==> src/rtl/chunk_add_pkg.sv <==
// Shared types and helpers for the chunk-serial adder sequencer.
package chunk_add_pkg;

    typedef enum logic [1:0] {
        IDLE = 2'd0,
        RUN  = 2'd1,
        DONE = 2'd2
    } chunk_add_state_e;

    localparam int unsigned REQ_WIDTH = 32;

    // Operand request as presented by the upstream source.
    typedef struct packed {
        logic [REQ_WIDTH-1:0] a;
        logic [REQ_WIDTH-1:0] b;
        logic                 cin;
    } chunk_add_req_t;

    // Chunk index width; a single-chunk configuration still keeps a 1-bit index.
    function automatic int unsigned idx_width(input int unsigned n);
        return (n > 1) ? $clog2(n) : 1;
    endfunction

endpackage

==> src/rtl/chunk_adder.sv <==
// Combinational CHUNK-bit ripple-carry adder built from full-adder cells.
module chunk_adder #(
    parameter int unsigned CHUNK = 8
) (
    input  logic [CHUNK-1:0] i_a,
    input  logic [CHUNK-1:0] i_b,
    input  logic             i_cin,
    output logic [CHUNK-1:0] o_s,
    output logic             o_cout
);

    logic [CHUNK:0] w_c;

    assign w_c[0] = i_cin;

    for (genvar i = 0; i < CHUNK; i++) begin : g_fa
        assign o_s[i]     = i_a[i] ^ i_b[i] ^ w_c[i];
        assign w_c[i+1]   = (i_a[i] & i_b[i]) | (w_c[i] & (i_a[i] ^ i_b[i]));
    end

    assign o_cout = w_c[CHUNK];

endmodule

==> src/rtl/chunk_add_seq.sv <==
// Adds two WIDTH-bit operands one CHUNK-bit slice per cycle through a single shared adder.
// Optional subtract support is enabled by defining CHUNK_ADD_SUB_EN.
module chunk_add_seq
    import chunk_add_pkg::*;
#(
    parameter int unsigned WIDTH = 32,
    parameter int unsigned CHUNK = 8
) (
    input  logic             clk,
    input  logic             rst,
    input  logic             in_valid,
    output logic             in_ready,
    input  logic [WIDTH-1:0] in_a,
    input  logic [WIDTH-1:0] in_b,
    input  logic             in_cin,
`ifdef CHUNK_ADD_SUB_EN
    input  logic             in_sub,
`endif
    output logic             out_valid,
    input  logic             out_ready,
    output logic [WIDTH-1:0] out_sum,
    output logic             out_cout,
    output logic             busy
);

    localparam int unsigned NCHUNK = WIDTH / CHUNK;
    localparam int unsigned IDX_W  = idx_width(NCHUNK);
    localparam logic [IDX_W-1:0] LAST_IDX = IDX_W'(NCHUNK - 1);

    if (WIDTH % CHUNK != 0) begin : g_cfg_check
        $error("chunk_add_seq: WIDTH must be a multiple of CHUNK");
    end

    chunk_add_state_e r_state;
    logic [IDX_W-1:0] r_idx;
    logic             r_carry;
    logic [WIDTH-1:0] r_a;
    logic [WIDTH-1:0] r_b;

    logic             w_sub;
    logic [CHUNK-1:0] w_a_chunk;
    logic [CHUNK-1:0] w_b_chunk;
    logic [CHUNK-1:0] w_s;
    logic             w_cout;

`ifdef CHUNK_ADD_SUB_EN
    assign w_sub = in_sub;
`else
    assign w_sub = 1'b0;
`endif

    assign w_a_chunk = r_a[32'(r_idx) * CHUNK +: CHUNK];
    assign w_b_chunk = r_b[32'(r_idx) * CHUNK +: CHUNK];

    chunk_adder #(
        .CHUNK (CHUNK)
    ) u_adder (
        .i_a    (w_a_chunk),
        .i_b    (w_b_chunk),
        .i_cin  (r_carry),
        .o_s    (w_s),
        .o_cout (w_cout)
    );

    // Sequencer: accept in IDLE, one slice per RUN cycle, hold result in DONE until taken.
    always_ff @(posedge clk) begin
        if (rst) begin
            r_state   <= IDLE;
            r_idx     <= '0;
            r_carry   <= 1'b0;
            r_a       <= '0;
            r_b       <= '0;
            out_sum   <= '0;
            out_cout  <= 1'b0;
            out_valid <= 1'b0;
            busy      <= 1'b0;
            in_ready  <= 1'b1;
        end else begin
            case (r_state)
                IDLE: begin
                    if (in_valid && in_ready) begin
                        // Subtraction is A + ~B + 1, so the carry-in is forced high.
                        r_a      <= in_a;
                        r_b      <= w_sub ? ~in_b : in_b;
                        r_carry  <= w_sub ? 1'b1 : in_cin;
                        r_idx    <= '0;
                        r_state  <= RUN;
                        in_ready <= 1'b0;
                        busy     <= 1'b1;
                    end
                end
                RUN: begin
                    out_sum[32'(r_idx) * CHUNK +: CHUNK] <= w_s;
                    r_carry <= w_cout;
                    if (r_idx == LAST_IDX) begin
                        r_state   <= DONE;
                        out_valid <= 1'b1;
                        out_cout  <= w_cout;
                    end else begin
                        r_idx <= r_idx + IDX_W'(1);
                    end
                end
                DONE: begin
                    if (out_ready) begin
                        r_state   <= IDLE;
                        out_valid <= 1'b0;
                        busy      <= 1'b0;
                        in_ready  <= 1'b1;
                    end
                end
                default: begin
                    r_state <= IDLE;
                end
            endcase
        end
    end

endmodule

==> config.mk <==
export PLATFORM = sky130hd
export DESIGN_NAME = chunk_add_seq
export DESIGN_NICKNAME = d
export VERILOG_FILES = /design/src/rtl/chunk_add_pkg.sv /design/src/rtl/chunk_adder.sv /design/src/rtl/chunk_add_seq.sv
export SDC_FILE = /design/constraint.sdc
export NUM_CORES = 1
export LEC_CHECK = 0
export ABC_AREA = 1
export CAP_MARGIN = 20
export CORE_ASPECT_RATIO = 1.5
export CORE_MARGIN = 2
export CORE_UTILIZATION = 28
export CTS_CLUSTER_SIZE = 25
export DETAILED_ROUTE_END_ITERATION = 7
export SETUP_SLACK_MARGIN = 0.4
export SYNTH_ARGS = -nofsm -noshare
export SYNTH_HDL_FRONTEND = slang
export SYNTH_HIERARCHICAL = 1
export SYNTH_SLANG_ARGS = --single-unit
==> constraint.sdc <==
create_clock -name clk -period 4.5 [get_ports clk]
set_input_delay 0.45 -clock clk [delete_from_list [all_inputs] [get_ports clk]]
set_output_delay 0.45 -clock clk [all_outputs]
set_load 0.005 [all_outputs]
==> results by group, run 1 <==
Outcome
  • Status: complete, no violations

Logic synthesis
  • Main combinational cell family by area after synthesis: simple AND/OR/NAND/NOR gates
  • Simple-Gate Fraction of Synth Area: 23.9%
  • Synth async-reset ratio: 0%
  • Synth area leaders: dfxtp_1 (46%), nor2_1 (15%), o21ai_0 (8.5%)
  • Synth unique cells: 22
  • EDFF count, synth: 0
  • Synth Warn #: 6
  • XOR/XNOR Fraction of Synth Area: 0%
  • Mapped Cells: 619
  • Synth Cell Area: 4620 sq um
  • Syn avg cell area: 7.46 sq um
  • Adder-Cell Fraction of Synth Area: 5.10%
  • Top cell type's share of synthesized area: 45.5%
  • Sequential share of the synthesized area: 45.5%
  • Top-count cell post-synth: nor2_1
  • Area leader, netlist: dfxtp_1
  • Synth Area in Compound Gates: 17.8%
  • #FFs+latches synth: 105
  • Top_reg_cell synth: dfxtp_1
  • Post-synthesis mux area share: 0%
  • Post-synth top cells: nor2_1 (183), dfxtp_1 (105), o21ai_0 (78)
  • Syn nets: 702

Clock tree
  • Later-pin clock latency in the skew report: 0.35 ns
  • Clk slew on worst S/H paths: 0.07 ns
  • Htree depth: 3
  • CTS tree: built
  • Clock root cell: clkbuf_16
  • CTS max path bufs: 2
  • CTS Buf Count: 9
  • Clock Sinks: 105

Power and ir drop
  • Static Leak: 2.32 nW
  • IR drop worst, VDD: 161 uV
  • Power per Cell Area: 390 nW/um^2

Drt
  • WL met3: 469 microns
  • DR top layer: met4
  • Total Wirelength: 12.5 mm
  • First drt pass iteration count: 6
  • Antenna Nets Post-Route: 0
  • Vias: 4207
  • DRT iter0 DRCs: 245
  • Drc violations: 0
  • Wl on met1: 5.01 mm
  • WL met2: 6.60 mm
  • Wire per inst: 13.5 microns
  • Via/cell ratio: 4.56

Finish
  • Antenna diode count: 0
  • Layout cells sized above 1: 9.36%
  • Nets: 794
  • Fill cells: 1715
  • Non-Filler Instances: 922
  • Final Cell Area: 6150 sq um
  • Area Overhead vs Synth: 33.2%

Setup path
  • R2R cell count: 19
  • Critical Path End Type: register
  • CP cell instances: buf_6 > o21ai_2 > o22ai_2 > fa_2 > inv_2 > fa_1 > inv_1 > fa_2 > fa_2 > fa_2 > fa_2 > fa_2 > inv_2 > fa_1 > inv_2 > nand2_2 > nor2_2 > nand2_1 > a21oi_2
  • Critical Path RT: 4.79 ns
  • Crit-path leading delay family: adder cells
  • CP max stage cell: fa_1
  • Cell mode on critical path: fa_2
  • Crit path max fanout: 4
  • Worst reg2reg setup slack: 0.39 ns
  • WP buf/inv: 5
  • Worst setup SP type: register
  • Crit path kind: register to register
  • Arr. time, crit path: 4.39 ns
  • R2R Path Start: r_idx[0]
  • Largest stage delay, worst path: 0.41 ns
  • Worst R2R End: out_sum[15]

Global routing
  • Total congestion overflow: 0
  • Pin count of the biggest net entering global routing: 71
  • Initial antenna violation count: 0
  • First-pass GRT wire length: 19.7 mm
  • Vias in the first global route: 4086
  • Gr usage total: 14.6%

Place
  • Setup slack after placement: 0.176 ns
  • Placed Cells: 902
  • RD Place Congestion: 0.854
  • HPWL after DPL: 9.50 mm
  • I/O Buffers: 104
  • Placed cell areas: 5780 sq um

Hold path
  • Hold EP: out_sum[17]
  • Hold crit path type: register to register
  • Hold Startpoint: out_sum[17]
  • Hold Crit Depth: 2

Timing
  • Final Skew: 0.0101 ns
  • Worst Tran Pin Value: 0.562 ns
  • Max-slew headroom: 62.6%
  • Final Hold Vio Count: 0
  • Maximum clock rate: 0.244 GHz
  • RSZ-0062 raised after global routing: true
  • Setup_tns: 0 ns
  • Final setup vio count: 0
  • Slew Limit Fails: 0
  • Crit share post-route: 91.2%
  • Minimum clock period: 4.11 ns
  • Final WS setup: 0.394 ns

Flow run
  • Number of max-cap violations: 0

Floorplan
  • Initial Util: 28.5%
  • Die width: 109 microns
  • Die area: 17500 sq um
  • Core Area: 16200 sq um
  • I/O pins: 105
  • Die Y: 161 microns
  • Number of cell rows: 57
## repair_timing
item	4_1_cts	5_1_grt
hold buffers	0	0
resized for setup	13	2
pin swaps	2	1
endpoints found under the setup margin	4	4
buffers inserted	4	0
## through the flow
| step | utilization [%] | hold slack, ns | power (W) |
|---|---|---|---|
| finish | 38.0 | 0.466 | 0.00240 |
| detailed placement | 35.7 | 0.458 | 0.00162 |
| CTS | 37.9 | 0.469 | 0.00242 |
| floorplan | - | 0.449 | 0.00143 |
| global route | 38.0 | 0.477 | 0.00253 |
| global placement | 35.7 | 0.452 | 0.00161 |
## layout by cell type, fill, tap and decap left out, types with 4 or more instances in the layout
cell             netlist  final
nor2_1               183    179
dfxtp_1              105    103
inv_2                  3      5
nand2_1               76     75
o22ai_1               16     14
o21a_1                 5      5
o21ai_0               78     74
nand3_1                6      6
clkbuf_16              0      9
fa_2                   0      6
clkinv_2               0      4
nor2_4                 4      4
inv_1                 25     21
buf_4                  0     14
clkdlybuf4s50_1        0    104
o21ai_1               20     21
a21oi_1               37     35
ha_1                   6      6
nor2_2                 0      4
## per-layer routing
metal | vias to the layer above | GRT usage (%)
met1 | 1898 | 16.3
met4 | 0 | 6.64
li1 | 2190 | -
met3 | 22 | 2.66
met2 | 97 | 26.4
met5 | - | 0
## worst min-delay path: cells and delay by family (launching register included)
family          cells  cell delay (ns)
compound gates      1             0.05
simple gates        1             0.06
flops               1             0.31
## logic make-up (layout without fill, tap and decap cells)
| group | count (synthesis) | in the layout |
|---|---|---|
| buf+inv | 66 | 163 |
| simple gates | 277 | 277 |
| flops | 105 | 105 |
| compound gates | 157 | 157 |
| fa+ha+maj | 14 | 14 |
## layout make-up
class	count	area, sq um	share of cell area, %
multi-input cells	448	2220	36.1
flip-flops and latches	105	2110	34.3
repair buffers	119	1160	18.8
well taps	206	258	4.19
clock buffers	9	225	3.66
inverters	28	114	1.85
clock inverters	7	67.6	1.10
## where the power goes
part           total (W)  switching (W)  internal (W)
registers        0.00106      0.0000528       0.00100
clock network   0.000781       0.000350      0.000432
logic           0.000561       0.000318      0.000243
total            0.00240       0.000720       0.00168
## worst max path at each step
stage	from	endpoint	slack, ns	cells after the start
floorplan	r_idx[0]	out_sum[15]	0.32	21
global placement	r_idx[0]	out_sum[15]	0.24	19
detailed placement	r_idx[0]	out_sum[15]	0.18	19
CTS	r_idx[0]	out_sum[15]	0.37	19
global route	r_idx[0]	out_sum[15]	0.21	19
finish	r_idx[0]	out_sum[15]	0.39	19
## registers in the layout, indices dropped and copies added, names as in the netlist, 2 cells and up
signal / cells
out_sum: 32
r_b: 32
r_a: 32
r_idx: 2
r_state: 2
Power figures use the tool's default switching activity.
==> run 2: changes to the inputs <==
--- a/config.mk
+++ b/config.mk
@@ -5,7 +5,6 @@
 export SDC_FILE = /design/constraint.sdc
 export NUM_CORES = 1
 export LEC_CHECK = 0
-export ABC_AREA = 1
 export CAP_MARGIN = 20
 export CORE_ASPECT_RATIO = 1.5
 export CORE_MARGIN = 2
==> constraint.sdc (replaced) <==
create_clock -name clk -period 4.5 [get_ports clk]
set_input_delay 0.675 -clock clk [delete_from_list [all_inputs] [get_ports clk]]
set_output_delay 0.675 -clock clk [all_outputs]
set_load 0.005 [all_outputs]
==> run 2 against run 1 <==
Against the previous run: via count is 12% lower; die area is 1.1% lower; final cell count is 14% lower; total power is 11% lower; critical endpoint is now out_sum[31]; largest cell class unchanged; highest routed layer unchanged.
==> results by group, run 2 <==
Outcome
  • Status: complete, no violations

Finish
  • Nets: 663
  • Antenna diode count: 0
  • Fill cells: 1609
  • Area of the multi-input gates: 2160 sq um
  • Layout cells sized above 1: 11.5%
  • Commonest non-fill, non-tap cell in the layout: nand2_1
  • Area Overhead vs Synth: 32.9%
  • Non-Filler Instances: 791
  • Top Registers: out_sum (32), r_a (32), r_b (32)
  • Area occupied by registers: 2110 sq um
  • Most frequent cells in the layout: nand2_1 (148), dfxtp_1 (104), clkdlybuf4s50_1 (103)

Timing
  • Max-slew headroom: 52.2%
  • Maximum clock rate: 0.241 GHz
  • RSZ-0062 raised after global routing: true
  • Minimum clock period: 4.15 ns
  • Slew Limit Fails: 0
  • Worst Tran Pin Value: 0.717 ns
  • Setup_tns: 0 ns
  • Final setup vio count: 0
  • Crit share post-route: 92.3%
  • Final Skew: 0.0103 ns
  • Final Hold Vio Count: 0

Logic synthesis
  • Synth unique cells: 37
  • EDFF count, synth: 0
  • #FFs+latches synth: 105
  • Main combinational cell family by area after synthesis: simple AND/OR/NAND/NOR gates
  • Post-synthesis mux area share: 8.37%
  • XOR/XNOR Fraction of Synth Area: 0%
  • Syn nets: 574
  • Adder-Cell Fraction of Synth Area: 5.16%
  • Synth Cell Area: 4560 sq um
  • Synth area leaders: dfxtp_1 (46%), nand2_1 (12%), a21oi_1 (8.2%)
  • Synth async-reset ratio: 0%
  • Synth Area in Compound Gates: 14.2%
  • Top_reg_cell synth: dfxtp_1
  • Sequential share of the synthesized area: 46.1%
  • Simple-Gate Fraction of Synth Area: 19.0%
  • Mapped Cells: 491
  • Post-synth top cells: nand2_1 (149), dfxtp_1 (105), a21oi_1 (75)
  • Area leader, netlist: dfxtp_1
  • Syn avg cell area: 9.29 sq um
  • Top cell type's share of synthesized area: 46.1%
  • Synth Warn #: 6
  • Top-count cell post-synth: nand2_1

Place
  • Placed Cells: 773
  • RD Place Congestion: 0.764
  • HPWL after DPL: 9.00 mm
  • I/O Buffers: 104

Flow run
  • Number of max-cap violations: 0

Power and ir drop
  • Power per Cell Area: 352 nW/um^2
  • IR drop worst, VDD: 204 uV
  • Static Leak: 2.10 nW
  • Final Power: 0.00213 W

Global routing
  • Total congestion overflow: 0
  • Gr usage total: 14.3%
  • Initial antenna violation count: 0
  • Vias in the first global route: 3805
  • First-pass GRT wire length: 19.1 mm
  • Pin count of the biggest net entering global routing: 65

Drt
  • Via/cell ratio: 4.70
  • Drc violations: 0
  • First drt pass iteration count: 4
  • Vias: 3714
  • DRT iter0 DRCs: 144
  • Antenna Nets Post-Route: 0
  • Total Wirelength: 11.8 mm
  • Wire per inst: 15.0 microns

Clock tree
  • CTS Buf Count: 9
  • Later-pin clock latency in the skew report: 0.35 ns
  • Clock Sinks: 105
  • CTS max path bufs: 2
  • CTS tree: built
  • Clock root cell: clkbuf_16
  • Clk slew on worst S/H paths: 0.08 ns
  • Hold buffer count at cts: 0
  • Htree depth: 3

Floorplan
  • Initial Util: 28.4%
  • I/O pins: 105
  • Die width: 108 microns
  • Die Y: 160 microns
  • Core Area: 16000 sq um
  • Number of cell rows: 57
  • Die area: 17400 sq um

Setup path
  • Largest stage delay, worst path: 0.52 ns
  • CP cell instances: mux4_2 > fa_2 > inv_2 > fa_1 > inv_1 > fa_2 > fa_2 > fa_2 > fa_2 > fa_2 > inv_2 > fa_1 > inv_2 > nand3_1 > a21oi_1
  • Crit path max fanout: 3
  • Crit path kind: register to register
  • R2R cell count: 15
  • Cell mode on critical path: fa_2
  • Critical Path RT: 4.78 ns
  • Worst reg2reg setup slack: 0.35 ns
  • R2R Path Start: r_idx[0]
  • Arr. time, crit path: 4.43 ns
  • Worst setup SP type: register
  • CP max stage cell: mux4_2
  • Critical Path End Type: register
  • Worst R2R End: out_sum[31]

Hold path
  • Hold Crit Depth: 2
  • Hold EP: r_a[26]
  • Hold Startpoint: r_a[26]
  • Hold crit path type: register to register
## run 2: changes by cell type after synthesis, sizes merged, moves of 8 or more
cell   delta
nand2    +72
nor2    -182
a21oi    +38
o32ai    +17
o21ai    -96
o22ai    -16
mux4     +16
a32o      +8
## run 2: critical path: cells and delay by family, from the launching register on
kind	cells	cell delay, ns
buffers and inverters	4	0.27
DFF	1	0.37
and+or+nand+nor	1	0.07
AOI/OAI and AO/OA	1	0.13
adders and majority gates	8	2.72
muxes	1	0.52
## run 2: kinds of logic (layout without fill, tap and decap cells)
family,count (synthesis),after routing
mux,18,18
compound gates,105,105
flops,105,105
buf+inv,65,159
fa+ha+maj,14,14
simple gates,184,184
## run 2: cell type report
type,count,area share (%)
multi-input cells,321,35.7
flip-flops and latches,105,34.7
repair buffers,113,18.2
well taps,206,4.25
clock buffers,10,3.94
inverters,30,1.86
clock inverters,6,1.36
## run 2: through the flow
step / utilization (%) / hold slack [ns] / worst slack [ns] / instance area [sq um]
2_1_floorplan: - / 0.433 / 0.316 / 4590
3_3_place_gp: 35.6 / 0.443 / 0.349 / 5710
3_5_place_dp: 35.6 / 0.448 / 0.301 / 5710
4_1_cts: 37.7 / 0.458 / 0.356 / 6060
5_1_grt: 37.8 / 0.475 / 0.166 / 6060
6_report: 37.8 / 0.457 / 0.347 / 6060
## run 2: how the worst max path moves through the flow
stage          startpoint     endpoint  slack, ns  depth (start not counted)
3_3_place_gp     r_idx[0]  out_sum[31]       0.35                         15
4_1_cts          r_idx[0]  out_sum[31]       0.36                         15
5_1_grt          r_idx[0]  out_sum[31]       0.17                         15
3_5_place_dp     r_idx[0]  out_sum[31]       0.30                         15
6_report         r_idx[0]  out_sum[31]       0.35                         15
2_1_floorplan    r_idx[0]  out_sum[31]       0.32                         16
## run 2: layer usage
layer	vias to the layer above	global-route usage, %	wire length, microns	part of all wire [%]
met5	-	0	0	0
met4	0	6.82	291	2.5
met3	15	2.19	508	4.3
met2	99	25.4	6250	53
met1	1748	16.5	4800	41
li1	1852	-	-	-
## run 2: timing repair
item / in CTS / in global routing
buffers inserted: 2 / 0
endpoints found under the setup margin: 4 / 4
pin swaps: 3 / 0
gates resized for setup: 3 / 1
## run 2: where the power goes
part           internal [W]  switching (W)
logic              0.000147       0.000159
registers          0.000972      0.0000289
clock network      0.000459       0.000368
